$ cat src/rtl/phase_clock_monitor.sv
// Two-phase clock checker: oversamples clk1/clk2 on clkIn, tracks lock and latches faults.
// Define PHASE_MON_SYNC_EN to add a 2-flop synchronizer ahead of the sample registers.
module phase_clock_monitor #(
    parameter int EXP_PERIOD  = 2,
    parameter int TOL         = 0,
    parameter int LOCK_COUNT  = 4,
    parameter int MAX_OVERLAP = 0,
    parameter int CNT_W       = 8
) (
    input  logic             clkIn,
    input  logic             reset,
    input  logic             clk1,
    input  logic             clk2,
    input  logic             clear_fault,
    output logic             locked,
    output logic             fault,
    output logic [1:0]       fault_code,
    output logic [CNT_W-1:0] period_last,
    output logic [7:0]       fault_count
);

    typedef enum logic [1:0] {IDLE, LOCKING, LOCKED, FAULT} state_t;

    localparam logic [1:0] FC_NONE    = 2'd0;
    localparam logic [1:0] FC_OVERLAP = 2'd1;
    localparam logic [1:0] FC_PERIOD  = 2'd2;
    localparam logic [1:0] FC_STALL   = 2'd3;

    localparam int GOOD_W = (LOCK_COUNT > 1) ? $clog2(LOCK_COUNT + 1) : 1;
    localparam logic [CNT_W:0] P_LO = (EXP_PERIOD > TOL) ? (CNT_W+1)'(EXP_PERIOD - TOL) : (CNT_W+1)'(0);
    localparam logic [CNT_W:0] P_HI      = (CNT_W+1)'(EXP_PERIOD + TOL);
    localparam logic [CNT_W:0] STALL_LIM = (CNT_W+1)'(2 * EXP_PERIOD + TOL);
    localparam logic [CNT_W:0] OVL_LIM   = (CNT_W+1)'(MAX_OVERLAP);

    logic p1, p2;

`ifdef PHASE_MON_SYNC_EN
    localparam int STAGES = 2;
    logic [1:0] sync1, sync2;

    always_ff @(posedge clkIn) begin
        if (reset) begin
            sync1 <= '0;
            sync2 <= '0;
        end else begin
            sync1 <= {sync1[0], clk1};
            sync2 <= {sync2[0], clk2};
        end
    end

    assign p1 = sync1[1];
    assign p2 = sync2[1];
`else
    localparam int STAGES = 0;
    assign p1 = clk1;
    assign p2 = clk2;
`endif

    // Tracks how far real (post-reset) data has travelled down the sample path.
    logic [STAGES:0] vld_pipe;
    logic            s1, s2, s1_d, svld;

    always_ff @(posedge clkIn) begin
        if (reset) begin
            vld_pipe <= '0;
            s1       <= 1'b0;
            s2       <= 1'b0;
            s1_d     <= 1'b0;
        end else begin
            vld_pipe[0] <= 1'b1;
            for (int i = 1; i <= STAGES; i++) vld_pipe[i] <= vld_pipe[i-1];
            s1   <= p1;
            s2   <= p2;
            s1_d <= s1;
        end
    end

    assign svld = vld_pipe[STAGES];

    state_t            state, state_n;
    logic [CNT_W-1:0]  cnt, cnt_inc, ovl, ovl_n;
    logic [CNT_W:0]    measured;
    logic [GOOD_W-1:0] good, good_n;
    logic [1:0]        code_n;
    logic              rise, good_period, stall, ovl_viol, clr;

    assign rise        = svld & s1 & ~s1_d;
    assign measured    = {1'b0, cnt} + 1'b1;
    assign cnt_inc     = (&cnt) ? cnt : cnt + 1'b1;
    assign good_period = (measured >= P_LO) && (measured <= P_HI);
    assign stall       = ~rise && (measured >= STALL_LIM);
    assign ovl_n       = (svld && (s1 == s2)) ? ((&ovl) ? ovl : ovl + 1'b1) : '0;
    assign ovl_viol    = {1'b0, ovl_n} > OVL_LIM;

    always_comb begin
        state_n = state;
        code_n  = fault_code;
        good_n  = good;
        clr     = 1'b0;
        case (state)
            IDLE: begin
                if (ovl_viol) begin
                    state_n = FAULT;
                    code_n  = FC_OVERLAP;
                end else if (rise) begin
                    state_n = LOCKING;
                end
            end
            LOCKING: begin
                if (ovl_viol) begin
                    state_n = FAULT;
                    code_n  = FC_OVERLAP;
                end else if (stall) begin
                    state_n = FAULT;
                    code_n  = FC_STALL;
                end else if (rise) begin
                    if (!good_period) begin
                        good_n = '0;
                    end else if (good + 1'b1 == GOOD_W'(LOCK_COUNT)) begin
                        state_n = LOCKED;
                        good_n  = '0;
                    end else begin
                        good_n = good + 1'b1;
                    end
                end
            end
            LOCKED: begin
                if (ovl_viol) begin
                    state_n = FAULT;
                    code_n  = FC_OVERLAP;
                end else if (stall) begin
                    state_n = FAULT;
                    code_n  = FC_STALL;
                end else if (rise && !good_period) begin
                    state_n = FAULT;
                    code_n  = FC_PERIOD;
                end
            end
            default: begin
                // Sticky until acknowledged; detection restarts from a clean IDLE.
                if (clear_fault) begin
                    state_n = IDLE;
                    code_n  = FC_NONE;
                    good_n  = '0;
                    clr     = 1'b1;
                end
            end
        endcase
    end

    always_ff @(posedge clkIn) begin
        if (reset) begin
            state       <= IDLE;
            good        <= '0;
            cnt         <= '0;
            ovl         <= '0;
            locked      <= 1'b0;
            fault       <= 1'b0;
            fault_code  <= FC_NONE;
            period_last <= '0;
            fault_count <= '0;
        end else begin
            state      <= state_n;
            good       <= good_n;
            fault_code <= code_n;
            locked     <= (state_n == LOCKED);
            fault      <= (state_n == FAULT);
            if (clr) begin
                cnt <= '0;
                ovl <= '0;
            end else begin
                cnt <= rise ? '0 : cnt_inc;
                ovl <= ovl_n;
            end
            if (rise && state != IDLE)
                period_last <= measured[CNT_W] ? '1 : measured[CNT_W-1:0];
            if (state != FAULT && state_n == FAULT && fault_count != 8'hFF)
                fault_count <= fault_count + 8'd1;
        end
    end

endmodule
$ cat config.mk
export PLATFORM = sky130hd
export DESIGN_NAME = phase_clock_monitor
export DESIGN_NICKNAME = d
export VERILOG_FILES = /design/src/rtl/phase_clock_monitor.sv
export SDC_FILE = /design/constraint.sdc
export NUM_CORES = 1
export LEC_CHECK = 0
export ABC_AREA = 1
export CORE_ASPECT_RATIO = 2
export CORE_UTILIZATION = 60
export DETAILED_ROUTE_END_ITERATION = 10
export GPL_TIMING_DRIVEN = 0
export PLACE_DENSITY = 0.88
export SLEW_MARGIN = 20
export SYNTH_ARGS = -nofsm -noshare
export SYNTH_HDL_FRONTEND = slang
export SYNTH_SLANG_ARGS = --single-unit
$ cat constraint.sdc
create_clock -name clkIn -period 3.3 [get_ports clkIn]
set_input_delay 0.66 -clock clkIn [delete_from_list [all_inputs] [get_ports clkIn]]
set_output_delay 0.66 -clock clkIn [all_outputs]
set_load 0.03 [all_outputs]
==> reports/results.ini <==
[grt]
grt-ovfl-total = 0
grt_pass1_wl_um = 8660
antenna_found_initial = 0
grt_max_degree = 15
grt.met2_usage_pct = 51.7
grt-busiest-layer = met2
met1_usage_pct = 23.1
grt_use_total_pct = 27.5
first_global_vias = 2168
grt_util_met3_pct = 6.69

[worst_setup_path]
cp-start-kind = flip-flop
path_cells = ha_1 > nand2_2 > nor2_2 > nand2_4 > and2_4 > nand3_2 > o21ai_1 > nand3_2 > nor2_2 > nor3_4 > nand3_4 > nand2_1 > a21oi_1
cp_top_family = simple AND/OR/NAND/NOR gates
r2r_cells = 13
cp_num_buf_inv = 0
cp.arrival_ns = 2.71
critical_path.slowest_cell = dfxtp_1
critPathCaptureType = flip-flop
required_ns = 3.50
r2r-end = fault_count[6]$_SDFFE_PP0P_
rr_startpoint = cnt[0]$_SDFFE_PP0N_
path_max_fanout = 9
path_class = flip-flop to flip-flop
max_stage_delay_ns = 0.53
r2r_slack_ns = 0.78

[outcome]
status = completed

[synth]
synth_area_um2 = 2410
yosysWarnings = 0
synthCells = 331
synth.avg_cell_area_um2 = 7.29
ys_seq_area_share_pct = 37.3
yosysUniqueCellTypes = 37
syn_nets = 342
synth_seq_cells = 45

[sta]
whs_ns = 0.496
setup_viol = 0
rsz0062_at_grt = no
drv_slew = 0
tightest_slew_ns = 0.430
fin_crit_ns = 2.52
slew_headroom_pct = 71.2
fmax_mhz = 397
hold_viol = 0
period_share_pct = 76.3
fin_setup_tns_ns = 0
skew_ns = 0.00751

[place]
portBuffers = 24
place_hpwl_um = 4110
routabilityCongestion = 0.822

[die]
fp-row-count = 32
die_x_um = 46.8
initial_core_util_pct = 62.8
core_um2 = 3840
die_area_um2 = 4290
io_pins = 25
die_y_um = 91.7

[finish]
drive_gt1_share_pct = 12.4
multiInputGateArea_um2 = 1320
diodes = 0
register_area_um2 = 901
syn2layout_area_growth_pct = 16.2
fin_util_pct = 72.9
layout.nets = 373
n_fill_cell = 334

[cts]
cts_setup_buffers = 0
cts.sinks = 45
cts_tree = built
clk_pin_slew_ns = 0.08
cts_made_buffers = 5
post_cts_resized = 0
cts_max_path_buffers = 2
cts_root_buffer = clkbuf_8
htree_levels = 2
clock_latency_ns = 0.31
cts_hold_buf = 0

[route]
via_count = 2221
via_per_inst = 5.36
drtIter0Drc = 63
detail_route.wirelength_um = 5240
drc_errors = 0
dr.pass1.iters = 4
wl_per_cell_um = 12.7
detail-route-antenna-nets = 0

[power_and_ir_drop]
p_leak_nw = 1.27
ir_worst_vdd_mv = 0.426
power_density_nw_per_um2 = 578

[worst_hold_path]
hold_path_class = flip-flop to flip-flop
worstHoldStart = fault_code[1]$_SDFFE_PP0P_
hold_end = fault_code[1]$_SDFFE_PP0P_
whs_path_depth = 2

[job]
maxCapViolations = 0

-- layer usage --
layer | wire (um) | part of all wire [%]
met5 | 0 | 0
met4 | 244 | 4.7
met3 | 166 | 3.2
met2 | 3070 | 58
met1 | 1760 | 34
-- synthesized netlist by cell type, drive strengths merged --
master	n	area, um2
a211oi	1	7.51
a21boi	1	7.51
a21oi	19	98.9
a31oi	3	18.8
and2	1	8.76
buf	3	27.5
clkbuf	2	7.51
dfxtp	45	901
ha	6	75.1
inv	42	158
nand2	74	318
nand3	36	230
nand3b	2	15.0
nand4	6	37.5
nor2	51	236
nor3	2	21.3
nor3b	1	7.51
o211ai	4	30.0
o21ai	19	98.8
o21bai	2	18.8
o22ai	1	6.26
or2	2	12.5
xnor2	3	26.3
xor2	5	43.8
-- flip-flops by register name, indices dropped and copies added, names as in the netlist, 2 cells and up --
register,count
good,3
period_last,8
ovl,8
fault_count,8
state,2
cnt,8
fault_code,2
-- power by group --
part	total, mW	leakage [nW]	internal (mW)	switching [mW]
logic	0.623	0.862	0.224	0.399
clock network	0.337	0.0374	0.149	0.188
registers	0.661	0.367	0.608	0.0532
-- stage by stage --
step / instances / total power [mW] / setup slack (ns) / cell area, um2
floorplan: 331 / 1.11 / 1.21 / 2410
global placement: 406 / 1.27 / 0.895 / 2720
detailed placement: 406 / 1.29 / 0.851 / 2720
CTS: 414 / 1.62 / 0.815 / 2800
global route: 414 / 1.72 / 0.606 / 2800
finish: 414 / 1.62 / 0.783 / 2800
-- worst max-delay path by stage --
stage	start	endpoint	slack (ns)	cells after the start
global placement	cnt[0]$_SDFFE_PP0N_	fault_count[7]$_SDFFE_PP0P_	0.90	13
detailed placement	cnt[0]$_SDFFE_PP0N_	fault_count[6]$_SDFFE_PP0P_	0.85	13
CTS	cnt[0]$_SDFFE_PP0N_	fault_count[6]$_SDFFE_PP0P_	0.82	13
global route	cnt[0]$_SDFFE_PP0N_	fault_count[0]$_SDFFE_PP0P_	0.61	13
floorplan	cnt[0]$_SDFFE_PP0N_	fault_count[2]$_SDFFE_PP0P_	1.21	13
finish	cnt[0]$_SDFFE_PP0N_	fault_count[6]$_SDFFE_PP0P_	0.78	13
-- tightest hold or removal path, stage by stage (launching register included) --
cell	delay (ns)
dfxtp_1	0.32
nor2_1	0.09
nor2_1	0.05
-- layout make-up --
cell class              count  share of cell area, %
clock inverters             2                  0.535
flip-flops and latches     45                   32.1
clock buffers               6                   2.59
multi-input cells         239                   47.0
inverters                  42                   5.62
well taps                  51                   2.28
repair buffers             24                   8.57
plain buffers               5                   1.25
-- cell usage in the layout, fill, tap and decap left out, types with 2 or more instances in the layout --
master,n
nand2_1,64
dfxtp_1,45
inv_1,41
nor2_1,41
nand3_1,29
clkdlybuf4s50_1,24
a21oi_1,18
o21ai_0,15
nand2_2,7
nor2_2,6
nand4_1,6
ha_1,6
nand3_2,5
xor2_1,5
clkbuf_8,5
nor2_4,4
o211ai_1,4
clkbuf_1,3
nand2_4,3
o21ai_1,3
xnor2_1,3
a31oi_1,3
buf_6,2
or2_2,2
nand3b_1,2
nand3_4,2
clkinvlp_4,2
-- kinds of logic after synthesis --
| logic type | Yosys count | share of synthesized area [%] |
|---|---|---|
| AOI/OAI and AO/OA | 50 | 11.9 |
| xor gates and xnor gates | 8 | 2.90 |
| adders and majority gates | 6 | 3.11 |
| buffers and inverters | 47 | 7.99 |
| DFF | 45 | 37.3 |
| and+or+nand+nor | 175 | 36.8 |
Note: power is estimated with default switching activity, not from simulation.
